**src/rtl/stim_sequencer.sv**
```systemverilog
// Operand-pair stimulus sequencer: seeds a 32-bit Galois LFSR, steps it twice per
// vector and presents (A,B) on a valid/ready handshake until the requested count is accepted.
module stim_sequencer #(
   parameter int unsigned CNT_W = 16
) (
   input  logic             clk,
   input  logic             reset,
   input  logic             i_start,
   input  logic             i_abort,
   input  logic [31:0]      i_seed,
   input  logic [CNT_W-1:0] i_count,
   output logic [31:0]      o_a,
   output logic [31:0]      o_b,
   output logic             o_valid,
   input  logic             i_ready,
   output logic [CNT_W-1:0] o_vec_idx,
   output logic             o_busy,
   output logic             o_done
);

   typedef enum logic [2:0] {
      StIdle,
      StLoad,
      StGenA,
      StGenB,
      StPresent,
      StDone
   } state_t;

   state_t           state;
   logic [31:0]      lfsr;
   logic [31:0]      lfsr_next;
   logic [CNT_W-1:0] target;
   logic [CNT_W-1:0] idx_inc;
   logic             handshake;

   // Galois step, taps 32,30,26,25: feedback bit r[0] enters at 31 and flips 29,25,24.
   function automatic logic [31:0] lfsr_step(input logic [31:0] r);
      logic [31:0] n;
      n     = {1'b0, r[31:1]};
      n[31] = r[0];
      n[29] = r[30] ^ r[0];
      n[25] = r[26] ^ r[0];
      n[24] = r[25] ^ r[0];
      return n;
   endfunction

   assign lfsr_next = lfsr_step(lfsr);
   assign idx_inc   = o_vec_idx + CNT_W'(1);
   assign handshake = o_valid & i_ready;

   always_ff @(posedge clk or posedge reset) begin
      if (reset) begin
         state     <= StIdle;
         lfsr      <= 32'h1;
         target    <= '0;
         o_a       <= '0;
         o_b       <= '0;
         o_valid   <= 1'b0;
         o_vec_idx <= '0;
         o_busy    <= 1'b0;
         o_done    <= 1'b0;
      end else if (i_abort) begin
         // Abort outranks start and handshake; the index is kept for post-mortem.
         state   <= StIdle;
         o_valid <= 1'b0;
         o_busy  <= 1'b0;
         o_done  <= 1'b0;
      end else begin
         unique case (state)
            StIdle, StDone: begin
               if (i_start) begin
                  lfsr      <= (i_seed == 32'h0) ? 32'h1 : i_seed;
                  target    <= i_count;
                  o_vec_idx <= '0;
                  if (i_count == '0) begin
                     state  <= StDone;
                     o_done <= 1'b1;
                     o_busy <= 1'b0;
                  end else begin
                     state  <= StLoad;
                     o_done <= 1'b0;
                     o_busy <= 1'b1;
                  end
               end
            end
            StLoad: begin
               state <= StGenA;
            end
            StGenA: begin
               lfsr  <= lfsr_next;
               o_a   <= lfsr_next;
               state <= StGenB;
            end
            StGenB: begin
               lfsr    <= lfsr_next;
               o_b     <= lfsr_next;
               o_valid <= 1'b1;
               state   <= StPresent;
            end
            StPresent: begin
               if (handshake) begin
                  o_valid   <= 1'b0;
                  o_vec_idx <= idx_inc;
                  if (idx_inc == target) begin
                     state  <= StDone;
                     o_done <= 1'b1;
                     o_busy <= 1'b0;
                  end else begin
                     state <= StGenA;
                  end
               end
            end
            default: begin
               state   <= StIdle;
               o_valid <= 1'b0;
               o_busy  <= 1'b0;
               o_done  <= 1'b0;
            end
         endcase
      end
   end

endmodule

```
**config.mk**
```make
export PLATFORM = sky130hd
export DESIGN_NAME = stim_sequencer
export DESIGN_NICKNAME = d
export VERILOG_FILES = /design/src/rtl/stim_sequencer.sv
export SDC_FILE = /design/constraint.sdc
export NUM_CORES = 1
export LEC_CHECK = 0
export CORE_ASPECT_RATIO = 1.1
export CORE_MARGIN = 2
export CORE_UTILIZATION = 48
export CTS_BUF_LIST = sky130_fd_sc_hd__clkbuf_4
export DETAILED_ROUTE_END_ITERATION = 12
export GPL_TIMING_DRIVEN = 0
export PLACE_DENSITY = 0.79
export REMOVE_ABC_BUFFERS = 1
export SLEW_MARGIN = 10
export SYNTH_ARGS = -nofsm -noshare
export SYNTH_HDL_FRONTEND = slang
export SYNTH_SLANG_ARGS = --single-unit
```
**constraint.sdc**
```tcl
create_clock -name clk -period 4.8 [get_ports clk]
set_input_delay 0.96 -clock clk [delete_from_list [all_inputs] [get_ports clk]]
set_output_delay 0.96 -clock clk [all_outputs]
set_load 0.02 [all_outputs]
```
---- After elaboration in Yosys (flattened, before gate mapping) ----
Cells that the tools add are included.
word-level totals
  register bits after elaboration ......... 134
  output and inout port bits .............. 83
cells by class
  add/subtract/negate cells ............... 1
  equality and inequality tests ........... 13
  muxes and demuxes ....................... 27
  bitwise operators ....................... 5
  reductions and logical operators ........ 17
operator list
  operator                 count
  $mux W32                 2
  $pmux W32 S2             1
  $logic_not A32 Y1        1
  $mux W16                 2
  $pmux W16 S2             1
  $add A16 B1 Y16 const B  1
  $eq A16 B16 Y1           1
  $logic_not A16 Y1        1
  $mux W3                  5
  $pmux W3 S5              1
  $mux W1                  12
  $ne A3 B3 Y1 const B     3
  $pmux W1 S3              3
  $reduce_and A2 Y1        4
  $reduce_and A4 Y1        2
  $eq A3 B2 Y1 const B     2
  $eq A3 B3 Y1 const B     2
  $reduce_and A3 Y1        2
  $ne A2 B1 Y1 const B     2
  $ne A2 B2 Y1 const B     2
  $reduce_bool A2 Y1       2
  $reduce_or A2 Y1         2
  $reduce_or A4 Y1         1
  $eq A3 B1 Y1 const B     1
  other kinds (5)          7

---- Logic depth before layout (Yosys ltp) ----
Gate-level depths: netlist of run 1.
  depth after elaboration ................. 6
  gate-level depth with buffers ........... 8
  gate-level depth less buffers ........... 7

---- Worst setup path after synthesis of run 1 ----
Ideal clock, no wire load.
  kind .................................... register to register
  start ................................... register o_vec_idx[0]
  end ..................................... register o_busy
  setup time .............................. 125 ps
  arrival ................................. 2788 ps
  required time ........................... 4675 ps
  setup slack ............................. 1887 ps
  cell stages (with the launch flop) ...... 8
  clock period less this slack ............ 2913 ps
  cells stage by stage .................... dfrtp_1 > ha_1 > nand4_1 > nor4_4 > mux2i_1 > or4_1 > or4_4 > mux2_4
on the way
  word-level cells in the longest chain between the ends .. 4
RTL lines
  item                                RTL line  text
  start: declaration                  16        output logic [CNT_W-1:0] o_vec_idx,
  start signal: assignment            104       o_vec_idx <= idx_inc;
  $add A16 B1 Y16                     49        assign idx_inc = o_vec_idx + CNT_W'(1);
  $eq A16 B16 Y1                      105       if (idx_inc == target) begin
  $ne A3 B3 Y1 (no source line)       --
  $reduce_and A4 Y1 (no source line)  --
  end signal: assignment              61        o_busy <= 1'b0;
  end signal: assignment              108       o_busy <= 1'b0;
  end signal: assignment              117       o_busy <= 1'b0;
  end: declaration                    17        output logic o_busy,
Every way passes these cells.
A chain may end at the register's enable or synchronous reset.

---- Worst setup path after layout of run 1 ----
Same ends and word-level chain as after synthesis.

==> impl_metrics.ini, run 1 <==
[status]
status = completed

[place]
dp.cells = 851
placed_area_mm2 = 0.00789
port_buffers = 135
hpwl_um = 11900
dp_slack_ns = 1.53
place_congestion = 0.880

[power_and_ir_drop]
power_density_mw_per_mm2 = 569
p_leak_nw = 3.26
ir_drop_mv = 0.408

[floorplanning]
io_pins = 136
core_area_mm2 = 0.0130
start_util = 0.487
die_area_mm2 = 0.0142
die_w_um = 114
die_y_um = 125
rows = 44

[synthesis]
syn_area_per_cell_um2 = 10.8
async_flop_share = 1.00
yosysUniqueCellTypes = 59
yosys_warnings = 0
synth-seq-area-share = 0.528
syn_inst = 588
postSynthRegisterBits = 134
netlist_area_mm2 = 0.00636
synth_edf_count = 0
ys.flop_type = dfrtp_1

[global_route]
grt_pass1_vias = 5297
antenna_found_initial = 0
grt_pass1_wl_um = 27200
overflow = 0
grtUsageTotal = 0.244
grt_max_degree = 84

[drt]
drt_wl_total_um = 16600
detail_route.iter0.violations = 271
vias = 5123
dr.pass1.iters = 5
ant_nets = 0
drt-wirelength-per-cell_um = 18.8
avgViaCountPerCell = 5.81
drcViolationCount = 0

[clocking]
cts_buffers = 17
cts_tree = done
cts_hold_buffers = 0
h-tree-depth = 4
clock-sinks = 134
cts_resized = 0
cts_buffer_depth = 2
cts_root_buf = clkbuf_4
post_cts_buffers = 0
clk_latency_ns = 0.55
cts.clk_slew.worst_paths_ns = 0.11

[finish]
stdcell_count = 882
nets = 763
final_area_mm2 = 0.00816
fill_cells = 1056
mostFrequentLayoutCells = 135 x clkdlybuf4s50_1, 133 x dfrtp_1, 76 x mux2_2
diodes = 0
layout_commonest_cell = clkdlybuf4s50_1
syn_to_final_growth_pct = 28.4
drive_above_1_share = 0.178
utilization = 0.625

[worst_setup_path]
r2r_end = o_busy
reg2reg_from = o_vec_idx[0]
critPathLaunch = o_vec_idx[0]
crit_path_end = o_busy
cp.arrival_ns = 3.63
required_ns = 5.23
crit_type = reg -> reg
worstPathMaxFanout = 9
worstRegToRegCells = 7
critPathCaptureType = flip-flop
reg2reg_slack_ns = 1.59
start_kind = flip-flop

[min_path]
hold_class = reg -> reg
worst_hold_startpoint = o_b[17]

[timing]
fin_crit_ns = 3.21
skew_ns = 0.0211
period_share = 0.668
maxSlewHeadroom = 0.273
fmax_mhz = 312
worst_pin_slew_ns = 1.08
setup_ws_ns = 1.59
grt_setup_unrepaired = false
final_max_slew_viol_count = 0
hold_viol_final = 0
setup_viol = 0
final.setup.tns_ns = 0

[job]
drv_cap = 0
registers in the layout, summed over array words and instances (netlist names):
register,flops
state,3
o_done,1
lfsr,32
o_a,32
o_vec_idx,16
o_b,32
target,16
o_valid,1
o_busy,1
where the power goes:
group / switching (mW) / internal, mW / leakage [nW]
combinational: 0.932 / 1.00 / 1.52
sequential: 0.382 / 1.60 / 1.60
clock: 0.423 / 0.309 / 0.145
final cells by class:
class,count,area [um^2],share of cell area
multi-input combinational,407,2830,0.347
tap,161,201,0.0247
clock inverter,13,134,0.0164
timing repair buffer,143,1480,0.181
clock buffer,18,135,0.0166
sequential,134,3350,0.411
inverter,6,27.5,0.00337
through the flow:
| step | power, mW | hold WS, ns |
|---|---|---|
| global route | 4.93 | 0.526 |
| global placement | 3.84 | 0.491 |
| floorplan | 2.99 | 0.494 |
| detailed placement | 3.93 | 0.495 |
| CTS | 4.67 | 0.520 |
| finish | 4.65 | 0.515 |
metal layers:
layer / up-vias / GRT usage / part of all wire
met5: - / 0 / 0
met4: 0 / 0.0732 / 0.014
met3: 25 / 0.0934 / 0.085
met2: 207 / 0.405 / 0.49
met1: 2520 / 0.295 / 0.41
li1: 2371 / - / -
how the worst min path moves through the flow:
stage | end | depth (start not counted)
6_report | o_b[17] | 1
5_1_grt | o_b[30] | 1
4_1_cts | o_b[17] | 1
3_5_place_dp | o_b[13] | 1
3_3_place_gp | o_a[21] | 1
2_1_floorplan | target[12] | 1
cells in the mapped netlist, types with 6 or more instances:
cell / number / area share
a21oi_1: 49 / 0.039
nor2_1: 63 / 0.037
nand4_1: 8 / 0.0079
mux2_2: 76 / 0.13
nor4_1: 16 / 0.016
a22oi_1: 27 / 0.032
dfrtp_1: 133 / 0.52
nand2_1: 32 / 0.019
nand3_1: 10 / 0.0079
nor3_1: 8 / 0.0063
a31oi_1: 6 / 0.0059
clkbuf_1: 31 / 0.018
xnor2_1: 17 / 0.023
inv_1: 6 / 0.0035
xor2_1: 7 / 0.0096
o21ai_0: 22 / 0.017
worst max-delay path, cell delays in order, from the launching register on:
cell and delay, ns:
dfrtp_1 0.54, ha_1 0.34, nand4_1 0.29, nor4_4 0.37, mux2i_1 0.13, or4_1 0.52
or4_4 0.59, mux2_4 0.31
logic make-up (layout without fill, tap and decap cells):
family,Yosys count,after routing,synth area share
AOI/OAI and AO/OA,134,134,0.132
DFF,134,134,0.528
buffers and inverters,47,180,0.0303
and+or+nand+nor,168,168,0.133
muxes,80,80,0.142
xor gates and xnor gates,24,24,0.0331
adders and majority gates,1,1,0.00197
No activity file was read; power rests on OpenSTA's default activity.
==> run 2, diff against run 1 <==
==> constraint.sdc (replaced) <==
create_clock -name clk -period 2.9 [get_ports clk]
set_input_delay 0.58 -clock clk [delete_from_list [all_inputs] [get_ports clk]]
set_output_delay 0.58 -clock clk [all_outputs]
set_load 0.02 [all_outputs]
==> run 2 against run 1 <==
Final cell count is 0.34% higher. Fmax grew 16%. Largest cell class unchanged. Via count rose by 0.20%. Flip-flop and latch count unchanged. Count of clock-buffer cells in the layout did not move.
==> impl_metrics.ini, run 2 (synthesized netlist as in run 1, its figures left out) <==
[timing]
maxSlewHeadroom = 0.308
skew_ns = 0.0215
fin_crit_ns = 2.76
worst_pin_slew_ns = 1.03
final_max_slew_viol_count = 0
period_share = 0.953
grt_setup_unrepaired = false
setup_viol = 0
hold_viol_final = 0
fmax_mhz = 362

[finish]
layout_commonest_cell = clkdlybuf4s50_1
diodes = 0
final_area_mm2 = 0.00823
syn_to_final_growth_pct = 29.4
drive_above_1_share = 0.193
utilization = 0.631
nets = 766
top_regs = lfsr x32, o_a x32, o_b x32
mostFrequentLayoutCells = 135 x clkdlybuf4s50_1, 126 x dfrtp_1, 76 x mux2_2

[clocking]
cts_buffer_depth = 2
clock-sinks = 134
cts_buffers = 17
cts_root_buf = clkbuf_4
cts_hold_buffers = 0
clk_latency_ns = 0.56
cts.clk_slew.worst_paths_ns = 0.12
h-tree-depth = 4
cts_tree = done

[place]
place_congestion = 0.880
port_buffers = 135
placed_area_mm2 = 0.00789
hpwl_um = 11900

[worst_setup_path]
cpPeakStageDelay_ns = 0.64
required_ns = 3.33
crit_type = reg -> reg
reg2reg_from = o_vec_idx[0]
path_delay_family = simple AND/OR/NAND/NOR gates
worstPathMaxFanout = 8
start_kind = flip-flop
reg2reg_slack_ns = 0.14
critPathSlowestCell = or4_4
worstRegToRegCells = 7
critPathCaptureType = flip-flop
cp.arrival_ns = 3.19
cp.buffers_inverters = 1
r2r_end = o_busy
crit_chain = buf_4, and4_1, nand2_1, a2111oi_0, o2111ai_1, or4_4, mux2_4

[drt]
drt-wirelength-per-cell_um = 18.9
dr.pass1.iters = 5
vias = 5133
detail_route.iter0.violations = 262
drcViolationCount = 0
drt_wl_total_um = 16700
ant_nets = 0
avgViaCountPerCell = 5.80

[global_route]
antenna_found_initial = 0
grt.busiest_layer = met2
grtUsageTotal = 0.246
overflow = 0
use_met1 = 0.296
grt_util_met3 = 0.0934
grt_pass1_wl_um = 27400
grt_use_met2 = 0.409
grt_pass1_vias = 5332
grt_max_degree = 84

[floorplanning]
die_area_mm2 = 0.0142
rows = 44
io_pins = 136
die_y_um = 125
start_util = 0.487
core_area_mm2 = 0.0130
die_w_um = 114

[min_path]
hold_class = in -> async

[status]
status = completed

[power_and_ir_drop]
p_leak_nw = 3.29
power_density_mw_per_mm2 = 936
ir_drop_mv = 0.675

[job]
drv_cap = 0
[run 2: changes by cell type in the layout (fill, tap and decap cells not counted), sizes merged]
cell / before / now
buf: 8 / 11
[run 2: cell type report]
type,count,area (um^2)
tap,161,201
fill,1050,4820
multi-input combinational,407,2860
clock buffer,18,135
timing repair buffer,146,1500
clock inverter,13,134
sequential,134,3360
inverter,6,27.5
[run 2: worst max path at each step]
stage                     slack (ns)  cells after the start  endpoint    startpoint
after floorplan                -1.26                      1  lfsr[10]         reset
after global placement         -3.00                      2   o_a[10]         reset
after detailed placement       -0.27                      7    o_busy  o_vec_idx[0]
after CTS                      0.002                      7    o_busy  o_vec_idx[0]
after global routing            0.05                      6    o_busy  o_vec_idx[9]
final                           0.14                      7    o_busy  o_vec_idx[0]
[run 2: report_power, final]
part	internal [mW]	switching, mW	total [mW]	leakage [nW]
Clock	0.512	0.708	1.22	0.145
Combinational	1.66	1.54	3.20	1.56
Sequential	2.65	0.635	3.28	1.59
Total	4.81	2.89	7.70	3.29
[run 2: what timing repair did]
item                       4_1_cts  5_1_grt
buffers inserted                 3        0
pin swaps                        1        2
setup endpoints to repair        5        5
cloned                           0        0
resized for setup                6        6
[run 2: metrics by stage]
stage | setup WS, ns | instances | power (mW) | TNS, ns | hold slack (ns)
2_1_floorplan | -1.26 | 547 | 4.96 | -211.18 | 0.494
3_3_place_gp | -3.00 | 843 | 6.35 | -589.24 | 0.491
3_5_place_dp | -0.274 | 851 | 6.50 | -0.657 | 0.495
4_1_cts | 0.00205 | 885 | 7.74 | 0 | 0.428
5_1_grt | 0.0508 | 885 | 8.16 | 0 | 0.447
6_report | 0.137 | 885 | 7.70 | 0 | 0.438
[run 2: per-layer routing]
metal  up-vias  share of wire
met5         -              0
met4         0          0.018
met3        30          0.078
met2       198           0.49
met1      2523           0.41
li1       2382              -
==> run 3, diff against run 2 <==
--- a/config.mk
+++ b/config.mk
@@ -10,7 +10,6 @@
 export CORE_UTILIZATION = 48
 export CTS_BUF_LIST = sky130_fd_sc_hd__clkbuf_4
 export DETAILED_ROUTE_END_ITERATION = 12
-export GPL_TIMING_DRIVEN = 0
 export PLACE_DENSITY = 0.79
 export REMOVE_ABC_BUFFERS = 1
 export SLEW_MARGIN = 10
==> run 3 against run 2 <==
Register-to-register slack hardly changed. Clock skew decreased by 0.0065 ns. Via count increased by 2.6%. Highest routed layer unchanged. Critical path depth is the same. Global-route usage up 0.41 points. Core utilization is 0.99 points higher. Die area unchanged. Combinational power hardly changed. Count of clock-buffer cells in the layout rose by 1. Flip-flop and latch count stayed put. Routed wire length rose by 1.1%. Largest cell class unchanged. Sequential share of layout area decreased by 0.74 points.
==> impl_metrics.ini, run 3 (synthesized netlist as in run 1, its figures left out) <==
[worst_setup_path]
crit_chain = ha_1, nand4_1, nor4_4, mux2i_1, or4_1, or4_4, mux2_4
worstPathMaxFanout = 5
cp.arrival_ns = 3.21
cpPeakStageDelay_ns = 0.58
reg2reg_from = o_vec_idx[1]
cp.buffers_inverters = 0
reg2reg_slack_ns = 0.15
path_delay_family = simple AND/OR/NAND/NOR gates
worstRegToRegCells = 7
critPathSlowestCell = or4_4
crit_type = reg -> reg
required_ns = 3.36
r2r_end = o_busy
start_kind = flip-flop
critPathCaptureType = flip-flop

[drt]
avgViaCountPerCell = 5.78
drcViolationCount = 0
dr.pass1.iters = 5
ant_nets = 0
drt-wirelength-per-cell_um = 18.6
vias = 5264
drt_wl_total_um = 16900
detail_route.iter0.violations = 357

[floorplanning]
die_y_um = 125
die_area_mm2 = 0.0142
core_area_mm2 = 0.0130
rows = 44
start_util = 0.487
die_w_um = 114
io_pins = 136

[timing]
fin_hold_ws_ns = 0.500
fin_crit_ns = 2.75
setup_viol = 0
setup_ws_ns = 0.151
maxSlewHeadroom = 0.497
period_share = 0.948
hold_viol_final = 0
worst_pin_slew_ns = 0.754
grt_setup_unrepaired = false
final_max_slew_viol_count = 0
fmax_mhz = 364
skew_ns = 0.0150

[clocking]
cts.clk_slew.worst_paths_ns = 0.12
cts_root_buf = clkbuf_4
cts_buffer_depth = 2
clk_latency_ns = 0.56
cts_resized = 0
cts_buffers = 17
cts_hold_buffers = 0
cts_tree = done
clock-sinks = 134
post_cts_buffers = 0
h-tree-depth = 4

[power_and_ir_drop]
power_switching_mw = 2.89
combPwrFrac = 0.414
seqPwrFrac = 0.426
internal_power_mw = 4.82
pwr-share-clk = 0.160
ir_drop_mv = 0.675
p_leak_nw = 3.38
swShare = 0.374
power_density_mw_per_mm2 = 923
power_mw = 7.71

[finish]
mostFrequentLayoutCells = 135 x clkdlybuf4s50_1, 133 x dfrtp_1, 76 x mux2_2
stdcell_count = 911
layout_commonest_cell = clkdlybuf4s50_1
top_regs = lfsr x32, o_a x32, o_b x32
drive_above_1_share = 0.208
nets = 791
syn_to_final_growth_pct = 31.5
diodes = 0

[status]
status = completed

[global_route]
grt_max_degree = 56
grt_pass1_vias = 5410
grtUsageTotal = 0.250
antenna_found_initial = 0
overflow = 0
grt_pass1_wl_um = 27900

[place]
place_congestion = 0.937
port_buffers = 135
dp_slack_ns = 0.204
hpwl_um = 12100
dp.cells = 879

[job]
drv_cap = 0

[min_path]
hold_class = in -> async
==> run 3: worst register-to-register path: stages (launching register included) <==
cell,delay [ns]
dfrtp_1,0.37
ha_1,0.18
nand4_1,0.21
nor4_4,0.35
mux2i_1,0.14
or4_1,0.52
or4_4,0.58
mux2_4,0.31
==> run 3: cell type report <==
type	instances	area, um^2
inverters	6	25.0
flip-flops and latches	134	3350
well taps	161	201
repair buffers	171	1670
multi-input cells	407	2830
clock inverters	13	133
clock buffers	19	143
fillers	1032	4690
==> run 3: power groups by stage <==
| stage | Combinational [mW] | Clock, mW | Sequential [mW] |
|---|---|---|---|
| CTS | 3.22 | 1.26 | 3.29 |
| global route | 3.42 | 1.34 | 3.40 |
| detailed placement | 3.19 | 0 | 3.32 |
| finish | 3.19 | 1.23 | 3.29 |
| floorplan | 1.24 | 0 | 3.71 |
| global placement | 3.13 | 0 | 3.27 |
==> run 3: worst max path at each step <==
stage | start | end | slack (ns) | depth (start not counted)
finish | o_vec_idx[1] | o_busy | 0.15 | 7
global route | o_vec_idx[0] | o_busy | 0.02 | 8
CTS | o_vec_idx[0] | o_busy | 0.18 | 7
detailed placement | o_vec_idx[1] | o_busy | 0.20 | 7
global placement | o_vec_idx[0] | o_busy | 0.24 | 8
floorplan | reset | lfsr[10] | -1.26 | 1
==> run 3: metrics by stage <==
step	util	instance area (um^2)	setup TNS, ns
6_report	0.640	8360	0
5_1_grt	0.640	8360	0
4_1_cts	0.640	8360	0
3_5_place_dp	0.619	8080	0
3_3_place_gp	0.619	8080	0
2_1_floorplan	-	6190	-211.18
==> run 3: metal layers <==
| layer | up-vias | wire [um] | global-route usage |
|---|---|---|---|
| met5 | - | 0 | 0 |
| met4 | 0 | 488 | 0.107 |
| met3 | 37 | 1420 | 0.0886 |
| met2 | 218 | 8170 | 0.400 |
| met1 | 2569 | 6860 | 0.305 |
| li1 | 2440 | - | - |
